===== src/rtl/alu_issue_queue_pkg.sv =====
// Shared constants, entry layout and CDB match helper for the ALU issue queue.
package alu_issue_queue_pkg;

  localparam int CORE_XLEN    = 32;
  localparam int LOG2_PREGS   = 6;
  localparam int CORE_ROB_W   = 6;
  localparam int ALU_RS_DEPTH = 8;

  // One reservation-station slot. rdyN=1 means valN holds the final operand.
  typedef struct packed {
    logic                  valid;
    logic [7:0]            op;
    logic [LOG2_PREGS-1:0] dst;
    logic [CORE_ROB_W-1:0] rob;
    logic [LOG2_PREGS-1:0] tag1;
    logic                  rdy1;
    logic [CORE_XLEN-1:0]  val1;
    logic [LOG2_PREGS-1:0] tag2;
    logic                  rdy2;
    logic [CORE_XLEN-1:0]  val2;
  } alu_rs_entry_t;

  // A still-waiting source is woken when the CDB carries its full tag.
  function automatic logic tag_hit(input logic                  cdb_valid,
                                   input logic [LOG2_PREGS-1:0] cdb_tag,
                                   input logic [LOG2_PREGS-1:0] src_tag,
                                   input logic                  src_rdy);
    return cdb_valid & ~src_rdy & (cdb_tag == src_tag);
  endfunction

endpackage


===== src/rtl/alu_issue_queue_if.sv =====
// Dispatch, CDB and issue signal bundle of the ALU issue queue.
interface alu_issue_queue_if
  import alu_issue_queue_pkg::*;
#(
  parameter int XLEN   = CORE_XLEN,
  parameter int PHYS_W = LOG2_PREGS,
  parameter int ROB_W  = CORE_ROB_W,
  parameter int DEPTH  = ALU_RS_DEPTH
);
  localparam int OCC_W = $clog2(DEPTH + 1);

  logic              disp_valid;
  logic              disp_ready;
  logic [7:0]        disp_op;
  logic [PHYS_W-1:0] disp_dst_tag;
  logic [ROB_W-1:0]  disp_rob_tag;
  logic [PHYS_W-1:0] disp_src1_tag;
  logic [PHYS_W-1:0] disp_src2_tag;
  logic              disp_src1_rdy;
  logic              disp_src2_rdy;
  logic [XLEN-1:0]   disp_src1_val;
  logic [XLEN-1:0]   disp_src2_val;

  logic              cdb_valid;
  logic [PHYS_W-1:0] cdb_tag;
  logic [XLEN-1:0]   cdb_value;

  logic              alu_ready;
  logic              issue_valid;
  logic [7:0]        issue_op;
  logic [PHYS_W-1:0] issue_dst_tag;
  logic [ROB_W-1:0]  issue_rob_tag;
  logic [XLEN-1:0]   issue_src1_val;
  logic [XLEN-1:0]   issue_src2_val;

  logic [OCC_W-1:0]  occupancy;

  // Pipeline side: dispatch, CDB and ALU.
  modport master (
    output disp_valid, disp_op, disp_dst_tag, disp_rob_tag,
           disp_src1_tag, disp_src2_tag, disp_src1_rdy, disp_src2_rdy,
           disp_src1_val, disp_src2_val,
           cdb_valid, cdb_tag, cdb_value, alu_ready,
    input  disp_ready, issue_valid, issue_op, issue_dst_tag, issue_rob_tag,
           issue_src1_val, issue_src2_val, occupancy
  );

  // The queue itself.
  modport slave (
    input  disp_valid, disp_op, disp_dst_tag, disp_rob_tag,
           disp_src1_tag, disp_src2_tag, disp_src1_rdy, disp_src2_rdy,
           disp_src1_val, disp_src2_val,
           cdb_valid, cdb_tag, cdb_value, alu_ready,
    output disp_ready, issue_valid, issue_op, issue_dst_tag, issue_rob_tag,
           issue_src1_val, issue_src2_val, occupancy
  );

endinterface


===== src/rtl/alu_issue_queue_select.sv =====
// Priority encoder: finds the lowest-index (oldest) ready slot.
module alu_rs_select #(
  parameter int DEPTH = 8,
  parameter int IDX_W = (DEPTH > 1) ? $clog2(DEPTH) : 1
) (
  input  logic [DEPTH-1:0] req,
  output logic             found,
  output logic [IDX_W-1:0] idx
);

  // Scan from the youngest down so the oldest request wins last.
  always_comb begin
    found = 1'b0;
    idx   = '0;
    for (int i = DEPTH - 1; i >= 0; i--) begin
      if (req[i]) begin
        found = 1'b1;
        idx   = IDX_W'(i);
      end
    end
  end

endmodule


===== src/rtl/alu_issue_queue.sv =====
// Compacting reservation station for the integer ALU. Slot 0 is the oldest.
// Each edge: the issued slot is removed and younger slots shift down, then
// the dispatched op is appended at the first free slot behind them.
module alu_issue_queue
  import alu_issue_queue_pkg::*;
#(
  parameter int XLEN   = CORE_XLEN,
  parameter int PHYS_W = LOG2_PREGS,
  parameter int ROB_W  = CORE_ROB_W,
  parameter int DEPTH  = ALU_RS_DEPTH
) (
  input logic         clk,
  input logic         reset,
  input logic         flush,
  alu_issue_queue_if.slave bus
);

  localparam int IDX_W = (DEPTH > 1) ? $clog2(DEPTH) : 1;
  localparam int OCC_W = $clog2(DEPTH + 1);

  alu_rs_entry_t [DEPTH-1:0] q_reg;
  alu_rs_entry_t [DEPTH-1:0] woken;
  alu_rs_entry_t [DEPTH-1:0] shifted;
  alu_rs_entry_t [DEPTH-1:0] q_next;
  alu_rs_entry_t             disp_raw;
  alu_rs_entry_t             disp_entry;

  logic [DEPTH-1:0] ready_vec;
  logic             found;
  logic [IDX_W-1:0] sel_idx;
  logic [OCC_W-1:0] occ_reg;
  logic [OCC_W-1:0] occ_after;
  logic [OCC_W-1:0] occ_next;
  logic             issue_load;
  logic             do_issue;
  logic             do_disp;

  logic              issue_valid_reg;
  logic [7:0]        issue_op_reg;
  logic [PHYS_W-1:0] issue_dst_reg;
  logic [ROB_W-1:0]  issue_rob_reg;
  logic [XLEN-1:0]   issue_src1_reg;
  logic [XLEN-1:0]   issue_src2_reg;

  // Applies a CDB broadcast to whichever sources of a valid entry still wait.
  function automatic alu_rs_entry_t wake(input alu_rs_entry_t     e,
                                         input logic              cv,
                                         input logic [PHYS_W-1:0] ct,
                                         input logic [XLEN-1:0]   cval);
    alu_rs_entry_t w;
    w = e;
    if (e.valid && tag_hit(cv, ct, e.tag1, e.rdy1)) begin
      w.rdy1 = 1'b1;
      w.val1 = cval;
    end
    if (e.valid && tag_hit(cv, ct, e.tag2, e.rdy2)) begin
      w.rdy2 = 1'b1;
      w.val2 = cval;
    end
    return w;
  endfunction

  // Capacity is judged on the registered count only; a same-cycle issue
  // does not open a slot for dispatch.
  assign bus.disp_ready = (occ_reg < OCC_W'(DEPTH));
  assign do_disp        = bus.disp_valid & bus.disp_ready;
  assign issue_load     = ~issue_valid_reg | bus.alu_ready;
  assign do_issue       = issue_load & found;
  assign occ_after      = occ_reg - OCC_W'(do_issue);
  assign occ_next       = occ_after + OCC_W'(do_disp);

  // Dispatch fields packed into an entry before same-cycle CDB capture.
  always_comb begin
    disp_raw       = '0;
    disp_raw.valid = 1'b1;
    disp_raw.op    = bus.disp_op;
    disp_raw.dst   = bus.disp_dst_tag;
    disp_raw.rob   = bus.disp_rob_tag;
    disp_raw.tag1  = bus.disp_src1_tag;
    disp_raw.rdy1  = bus.disp_src1_rdy;
    disp_raw.val1  = bus.disp_src1_val;
    disp_raw.tag2  = bus.disp_src2_tag;
    disp_raw.rdy2  = bus.disp_src2_rdy;
    disp_raw.val2  = bus.disp_src2_val;
  end

  assign disp_entry = wake(disp_raw, bus.cdb_valid, bus.cdb_tag, bus.cdb_value);

  // Per-slot readiness, wakeup, compaction and append.
  generate
    for (genvar gi = 0; gi < DEPTH; gi++) begin : g_slot
      // Select sees registered state only, so a wakeup this edge is eligible next cycle.
      assign ready_vec[gi] = q_reg[gi].valid & q_reg[gi].rdy1 & q_reg[gi].rdy2;
      assign woken[gi]     = wake(q_reg[gi], bus.cdb_valid, bus.cdb_tag, bus.cdb_value);

      if (gi == DEPTH - 1) begin : g_top
        assign shifted[gi] = (do_issue && (sel_idx <= IDX_W'(gi))) ? '0 : woken[gi];
      end else begin : g_mid
        assign shifted[gi] = (do_issue && (sel_idx <= IDX_W'(gi))) ? woken[gi+1] : woken[gi];
      end

      assign q_next[gi] = (do_disp && (occ_after == OCC_W'(gi))) ? disp_entry : shifted[gi];
    end
  endgenerate

  alu_rs_select #(
    .DEPTH (DEPTH),
    .IDX_W (IDX_W)
  ) u_select (
    .req   (ready_vec),
    .found (found),
    .idx   (sel_idx)
  );

  // Queue, count and issue register; flush wins over issue and dispatch.
  always_ff @(posedge clk or posedge reset) begin
    if (reset) begin
      q_reg           <= '0;
      occ_reg         <= '0;
      issue_valid_reg <= 1'b0;
      issue_op_reg    <= '0;
      issue_dst_reg   <= '0;
      issue_rob_reg   <= '0;
      issue_src1_reg  <= '0;
      issue_src2_reg  <= '0;
    end else if (flush) begin
      q_reg           <= '0;
      occ_reg         <= '0;
      issue_valid_reg <= 1'b0;
    end else begin
      q_reg   <= q_next;
      occ_reg <= occ_next;
      if (issue_load) begin
        issue_valid_reg <= found;
        if (found) begin
          issue_op_reg   <= q_reg[sel_idx].op;
          issue_dst_reg  <= q_reg[sel_idx].dst;
          issue_rob_reg  <= q_reg[sel_idx].rob;
          issue_src1_reg <= q_reg[sel_idx].val1;
          issue_src2_reg <= q_reg[sel_idx].val2;
        end
      end
    end
  end

  assign bus.issue_valid    = issue_valid_reg;
  assign bus.issue_op       = issue_op_reg;
  assign bus.issue_dst_tag  = issue_dst_reg;
  assign bus.issue_rob_tag  = issue_rob_reg;
  assign bus.issue_src1_val = issue_src1_reg;
  assign bus.issue_src2_val = issue_src2_reg;
  assign bus.occupancy      = occ_reg;

endmodule


===== src/flat_wrapper.sv =====
// flat-port wrapper written by rule: the top's interface ports become plain ports
module alu_issue_queue_flat import alu_issue_queue_pkg::*;
#(
  parameter int XLEN   = CORE_XLEN,
  parameter int PHYS_W = LOG2_PREGS,
  parameter int ROB_W  = CORE_ROB_W,
  parameter int DEPTH  = ALU_RS_DEPTH
)
  (clk, reset, flush, bus_disp_valid, bus_disp_op, bus_disp_dst_tag, bus_disp_rob_tag, bus_disp_src1_tag, bus_disp_src2_tag, bus_disp_src1_rdy, bus_disp_src2_rdy, bus_disp_src1_val, bus_disp_src2_val, bus_cdb_valid, bus_cdb_tag, bus_cdb_value, bus_alu_ready, bus_disp_ready, bus_issue_valid, bus_issue_op, bus_issue_dst_tag, bus_issue_rob_tag, bus_issue_src1_val, bus_issue_src2_val, bus_occupancy);
  alu_issue_queue_if #(.XLEN(XLEN), .PHYS_W(PHYS_W), .ROB_W(ROB_W), .DEPTH(DEPTH)) bus_i ();
  input logic clk;
  input logic reset;
  input logic flush;
  input wire logic [$bits(bus_i.disp_valid)-1:0] bus_disp_valid;
  input wire logic [$bits(bus_i.disp_op)-1:0] bus_disp_op;
  input wire logic [$bits(bus_i.disp_dst_tag)-1:0] bus_disp_dst_tag;
  input wire logic [$bits(bus_i.disp_rob_tag)-1:0] bus_disp_rob_tag;
  input wire logic [$bits(bus_i.disp_src1_tag)-1:0] bus_disp_src1_tag;
  input wire logic [$bits(bus_i.disp_src2_tag)-1:0] bus_disp_src2_tag;
  input wire logic [$bits(bus_i.disp_src1_rdy)-1:0] bus_disp_src1_rdy;
  input wire logic [$bits(bus_i.disp_src2_rdy)-1:0] bus_disp_src2_rdy;
  input wire logic [$bits(bus_i.disp_src1_val)-1:0] bus_disp_src1_val;
  input wire logic [$bits(bus_i.disp_src2_val)-1:0] bus_disp_src2_val;
  input wire logic [$bits(bus_i.cdb_valid)-1:0] bus_cdb_valid;
  input wire logic [$bits(bus_i.cdb_tag)-1:0] bus_cdb_tag;
  input wire logic [$bits(bus_i.cdb_value)-1:0] bus_cdb_value;
  input wire logic [$bits(bus_i.alu_ready)-1:0] bus_alu_ready;
  output wire logic [$bits(bus_i.disp_ready)-1:0] bus_disp_ready;
  output wire logic [$bits(bus_i.issue_valid)-1:0] bus_issue_valid;
  output wire logic [$bits(bus_i.issue_op)-1:0] bus_issue_op;
  output wire logic [$bits(bus_i.issue_dst_tag)-1:0] bus_issue_dst_tag;
  output wire logic [$bits(bus_i.issue_rob_tag)-1:0] bus_issue_rob_tag;
  output wire logic [$bits(bus_i.issue_src1_val)-1:0] bus_issue_src1_val;
  output wire logic [$bits(bus_i.issue_src2_val)-1:0] bus_issue_src2_val;
  output wire logic [$bits(bus_i.occupancy)-1:0] bus_occupancy;
  assign bus_i.disp_valid = bus_disp_valid;
  assign bus_i.disp_op = bus_disp_op;
  assign bus_i.disp_dst_tag = bus_disp_dst_tag;
  assign bus_i.disp_rob_tag = bus_disp_rob_tag;
  assign bus_i.disp_src1_tag = bus_disp_src1_tag;
  assign bus_i.disp_src2_tag = bus_disp_src2_tag;
  assign bus_i.disp_src1_rdy = bus_disp_src1_rdy;
  assign bus_i.disp_src2_rdy = bus_disp_src2_rdy;
  assign bus_i.disp_src1_val = bus_disp_src1_val;
  assign bus_i.disp_src2_val = bus_disp_src2_val;
  assign bus_i.cdb_valid = bus_cdb_valid;
  assign bus_i.cdb_tag = bus_cdb_tag;
  assign bus_i.cdb_value = bus_cdb_value;
  assign bus_i.alu_ready = bus_alu_ready;
  assign bus_disp_ready = bus_i.disp_ready;
  assign bus_issue_valid = bus_i.issue_valid;
  assign bus_issue_op = bus_i.issue_op;
  assign bus_issue_dst_tag = bus_i.issue_dst_tag;
  assign bus_issue_rob_tag = bus_i.issue_rob_tag;
  assign bus_issue_src1_val = bus_i.issue_src1_val;
  assign bus_issue_src2_val = bus_i.issue_src2_val;
  assign bus_occupancy = bus_i.occupancy;
  alu_issue_queue #(.XLEN(XLEN), .PHYS_W(PHYS_W), .ROB_W(ROB_W), .DEPTH(DEPTH)) u_core (.clk(clk), .reset(reset), .flush(flush), .bus(bus_i));
endmodule

===== config.mk =====
export PLATFORM = sky130hd
export DESIGN_NAME = alu_issue_queue_flat
export DESIGN_NICKNAME = d
export VERILOG_FILES = /design/src/rtl/alu_issue_queue_pkg.sv /design/src/rtl/alu_issue_queue_if.sv /design/src/rtl/alu_issue_queue_select.sv /design/src/rtl/alu_issue_queue.sv /design/src/flat_wrapper.sv
export SDC_FILE = /design/constraint.sdc
export NUM_CORES = 2
export LEC_CHECK = 0
export BUFFER_PORTS_ARGS = -buffer_cell sky130_fd_sc_hd__buf_2
export CAP_MARGIN = 20
export CORE_MARGIN = 2
export CORE_UTILIZATION = 50
export CTS_CLUSTER_DIAMETER = 200
export CTS_CLUSTER_SIZE = 16
export DETAILED_ROUTE_END_ITERATION = 7
export MAX_ROUTING_LAYER = met4
export PLACE_DENSITY_LB_ADDON = 0.2
export SETUP_SLACK_MARGIN = 0.2
export SYNTH_ARGS = -nofsm -noshare
export SYNTH_HDL_FRONTEND = slang
export SYNTH_HIERARCHICAL = 1
export SYNTH_SLANG_ARGS = --single-unit
export TNS_END_PERCENT = 10

===== constraint.sdc =====
create_clock -name clk -period 83.2 [get_ports clk]
set_clock_uncertainty 0.05 [all_clocks]
set_input_delay 16.64 -clock clk [delete_from_list [all_inputs] [get_ports clk]]
set_output_delay 16.64 -clock clk [all_outputs]
set_load 0.01 [all_outputs]

==> flow_metrics.env <==
export IMPL_status="completed"
export IMPL_wire_per_inst_um=30.2
export IMPL_pwr_share_comb_pct=31.2
export IMPL_grt_overflow=0
export IMPL_p_total_mw=1.24
export IMPL_synth_area_per_cell_sq_um=9.60
export IMPL_numCtsBuffers=61
export IMPL_drv_cap=0
export IMPL_synth_enable_flop_cells=0
export IMPL_nets=5248
export IMPL_synth_seq_cells=881
export IMPL_postPlaceCellArea_sq_mm=0.0530
export IMPL_final_core_util_pct=53.8
export IMPL_synthXorXnorAreaFrac_pct=1.88
export IMPL_grt_start_max_net_pins=165
export IMPL_syn_inst=5331
export IMPL_cts_tree="yes"
export IMPL_die_area_sq_mm=0.105
export IMPL_netlist_top_cells_area="dfrtp_1 (43%), mux4_2 (7.4%), o21ai_0 (6.3%)"
export IMPL_critPathArrivalTime_ns=21.78
export IMPL_critPathLaunchType="primary input"
export IMPL_synth_top_cell_area_share_pct=43.1
export IMPL_power_density_mw_per_mm2=22.7
export IMPL_finalMaxSlewViolations=0
export IMPL_period_minus_slack_ns=21.21
export IMPL_final_common_cell="dfrtp_1"
export IMPL_p_int_mw=0.787
export IMPL_vias_per_cell=7.10
export IMPL_clkTransAtPathRegs_ns=0.07
export IMPL_timing_final_crit_share_pct=25.5
export IMPL_syn_cell_area_sq_mm=0.0512
export IMPL_cts_setup_buffers=0
export IMPL_dr_first_iter_drc_count=6055
export IMPL_antenna_found_initial=12
export IMPL_core_area_sq_mm=0.102
export IMPL_setup_violations=0
export IMPL_grt_use_total_pct=37.8
export IMPL_ys_warn_count=6
export IMPL_die_w_um=324
export IMPL_multiInputGateArea_sq_mm=0.0271
export IMPL_dp_hpwl_um=106000
export IMPL_ctsLongestPathBuffers=3
export IMPL_synth_nets=5477
export IMPL_clk_latency_ns=0.72
export IMPL_final_hold_violation_count=0
export IMPL_cts_sinks=881
export IMPL_synth_compound_area_share_pct=26.8
export IMPL_cts_resized=0
export IMPL_tightest_slew_ns=1.30
export IMPL_worst_ep_required_time_ns=83.76
export IMPL_fillers=9188
export IMPL_syn_to_final_growth_pct=6.69
export IMPL_hp_class="reg2reg"
export IMPL_rsz0062_at_grt="false"
export IMPL_largest_reg_flops=792
export IMPL_ys_types=66
export IMPL_swShare_pct=36.6
export IMPL_drt_first_pass_iters=8
export IMPL_async_flop_share_pct=100
export IMPL_power_static_leakage_nw=21.7
export IMPL_grt_pass1_vias=44400
export IMPL_path_max_fanout=75
export IMPL_routed_wl_um=196000
export IMPL_drive_gt1_share_pct=15.9
export IMPL_grt_pass1_wl_um=291000
export IMPL_critPathCaptureType="flop"
export IMPL_pwr_share_seq_pct=45.3
export IMPL_rows=117
export IMPL_p_switching_mw=0.454
export IMPL_synth_ff_type="dfrtp_1"
export IMPL_drcViolationCount=0
export IMPL_ir_drop_v=0.0000186
export IMPL_synth_seq_area_share_pct=43.1
export IMPL_seqCellArea_sq_mm=0.0220
export IMPL_htreeDepth=2
export IMPL_start_util_pct=50.4
export IMPL_via_count=46000
export IMPL_synth_top_family_by_area="compound AO/OA/AOI/OAI gates"
export IMPL_yosysTopAreaCell="dfrtp_1"
export IMPL_clkPwrFrac_pct=23.5
export IMPL_synthMuxAreaShare_pct=13.2
export IMPL_clock_fmax_ghz=0.0471
export IMPL_path_class="in2reg"
export IMPL_holdBufCountCts=0
export IMPL_ant_nets=0
export IMPL_io_pins=232
export IMPL_cts_root_buf="clkbuf_16"
export IMPL_die_y_um=324
export IMPL_place_gp_congestion=0.859
export IMPL_mostFrequentLayoutCells="dfrtp_1 (881), nand2_1 (654), o21ai_0 (639)"
export IMPL_tns_ns=0
export IMPL_slew_headroom_pct=13.1
export IMPL_synth_adder_area_share_pct=0.0978
export IMPL_synth_simple_area_share_pct=9.84
export IMPL_io_buffers=231
export IMPL_finalInstanceArea_sq_mm=0.0546
worst max-delay path, cell delays in order:
cell      delay (ns)
buf_2           0.10
nand2b_1        0.38
nand2_1         0.29
inv_1           0.13
ha_1            0.22
ha_1            0.27
and2_1          0.19
a21oi_1         0.54
o22ai_2         0.38
nand2_4         0.62
buf_4           0.74
buf_4           0.81
nor2_1          0.11
a311oi_1        0.30
power groups by stage:
stage | combinational (mW) | clock (mW) | sequential (mW)
global route | 0.417 | 0.310 | 0.571
finish | 0.387 | 0.292 | 0.563
CTS | 0.378 | 0.296 | 0.560
global placement | 0.371 | 0 | 0.567
detailed placement | 0.378 | 0 | 0.568
floorplan | 0.248 | 0 | 0.563
final timing paths:
kind	startpoint	end	slack [ns]	depth (start not counted)
max in group asynchronous	reset	u_core/q_reg[430]	63.92	5
min reg2reg	u_core/bus.issue_src2_val[30]	u_core/bus.issue_src2_val[30]	0.43	2
min	u_core/bus.issue_src2_val[30]	u_core/bus.issue_src2_val[30]	0.43	2
max reg2reg	u_core/q_reg[791]	u_core/q_reg[274]	76.49	15
min in group asynchronous	reset	u_core/bus.issue_src2_val[10]	15.98	2
max	bus_alu_ready	u_core/q_reg[274]	61.99	14
cell type report:
class	instances	share of cell area, %
repair buffers	343	3.77
clock buffers	63	2.85
inverters	10	0.0962
flip-flops and latches	881	40.4
diodes	10	0.0458
clock inverters	2	0.0596
well taps	1368	3.13
multi-input cells	3805	49.7
metal layers:
| layer | vias to the layer above | global-route usage, % | routed length (um) |
|---|---|---|---|
| met5 | - | - | 0 |
| met4 | 0 | 16.4 | 9570 |
| met3 | 594 | 9.10 | 22900 |
| met2 | 3050 | 55.8 | 87400 |
| met1 | 22800 | 49.7 | 75800 |
| li1 | 19500 | - | - |
cells in the mapped netlist, types with 4 or more instances:
| cell | instances |
|---|---|
| o41ai_1 | 28 |
| nor2b_1 | 38 |
| a21oi_2 | 30 |
| o22ai_1 | 129 |
| dfrtp_1 | 881 |
| nor3_1 | 78 |
| a211oi_1 | 28 |
| o211ai_2 | 30 |
| o21ai_0 | 640 |
| or4_1 | 5 |
| a31oi_1 | 7 |
| a21oi_1 | 309 |
| nand2b_1 | 5 |
| clkbuf_2 | 16 |
| nor4_1 | 4 |
| buf_2 | 67 |
| o32ai_1 | 66 |
| and3b_1 | 8 |
| nand2_1 | 662 |
| o22a_1 | 288 |
| a22oi_1 | 10 |
| o31ai_1 | 31 |
| o21ai_1 | 70 |
| xnor2_1 | 89 |
| buf_4 | 5 |
| or3_1 | 7 |
| mux2_2 | 65 |
| ha_1 | 4 |
| a22o_1 | 32 |
| inv_1 | 8 |
| and2_1 | 4 |
| buf_1 | 48 |
| xor2_1 | 21 |
| nor2_1 | 319 |
| o32a_2 | 30 |
| buf_6 | 9 |
| o221ai_1 | 54 |
| a311oi_1 | 225 |
| and3_1 | 18 |
| clkbuf_1 | 490 |
| nand3_1 | 26 |
| mux2i_1 | 223 |
| mux4_2 | 168 |
| nand4_1 | 15 |
through the flow:
step	hold slack (ns)	std cells	setup WS, ns
floorplan	0.389	5331	41.75
global placement	0.404	6407	61.58
detailed placement	0.413	6407	61.35
CTS	0.431	6472	62.08
global route	0.450	6481	61.64
finish	0.427	6482	61.99
kinds of logic (layout without fill, tap and decap cells):
group           Yosys count  in the layout
simple gates           1205           1205
other cells               0             10
xor+xnor                110            110
buf+inv                 645            418
flops                   881            881
compound gates         2029           2029
fa+ha+maj                 4              4
mux                     457            457
Power figures use the tool's default switching activity.
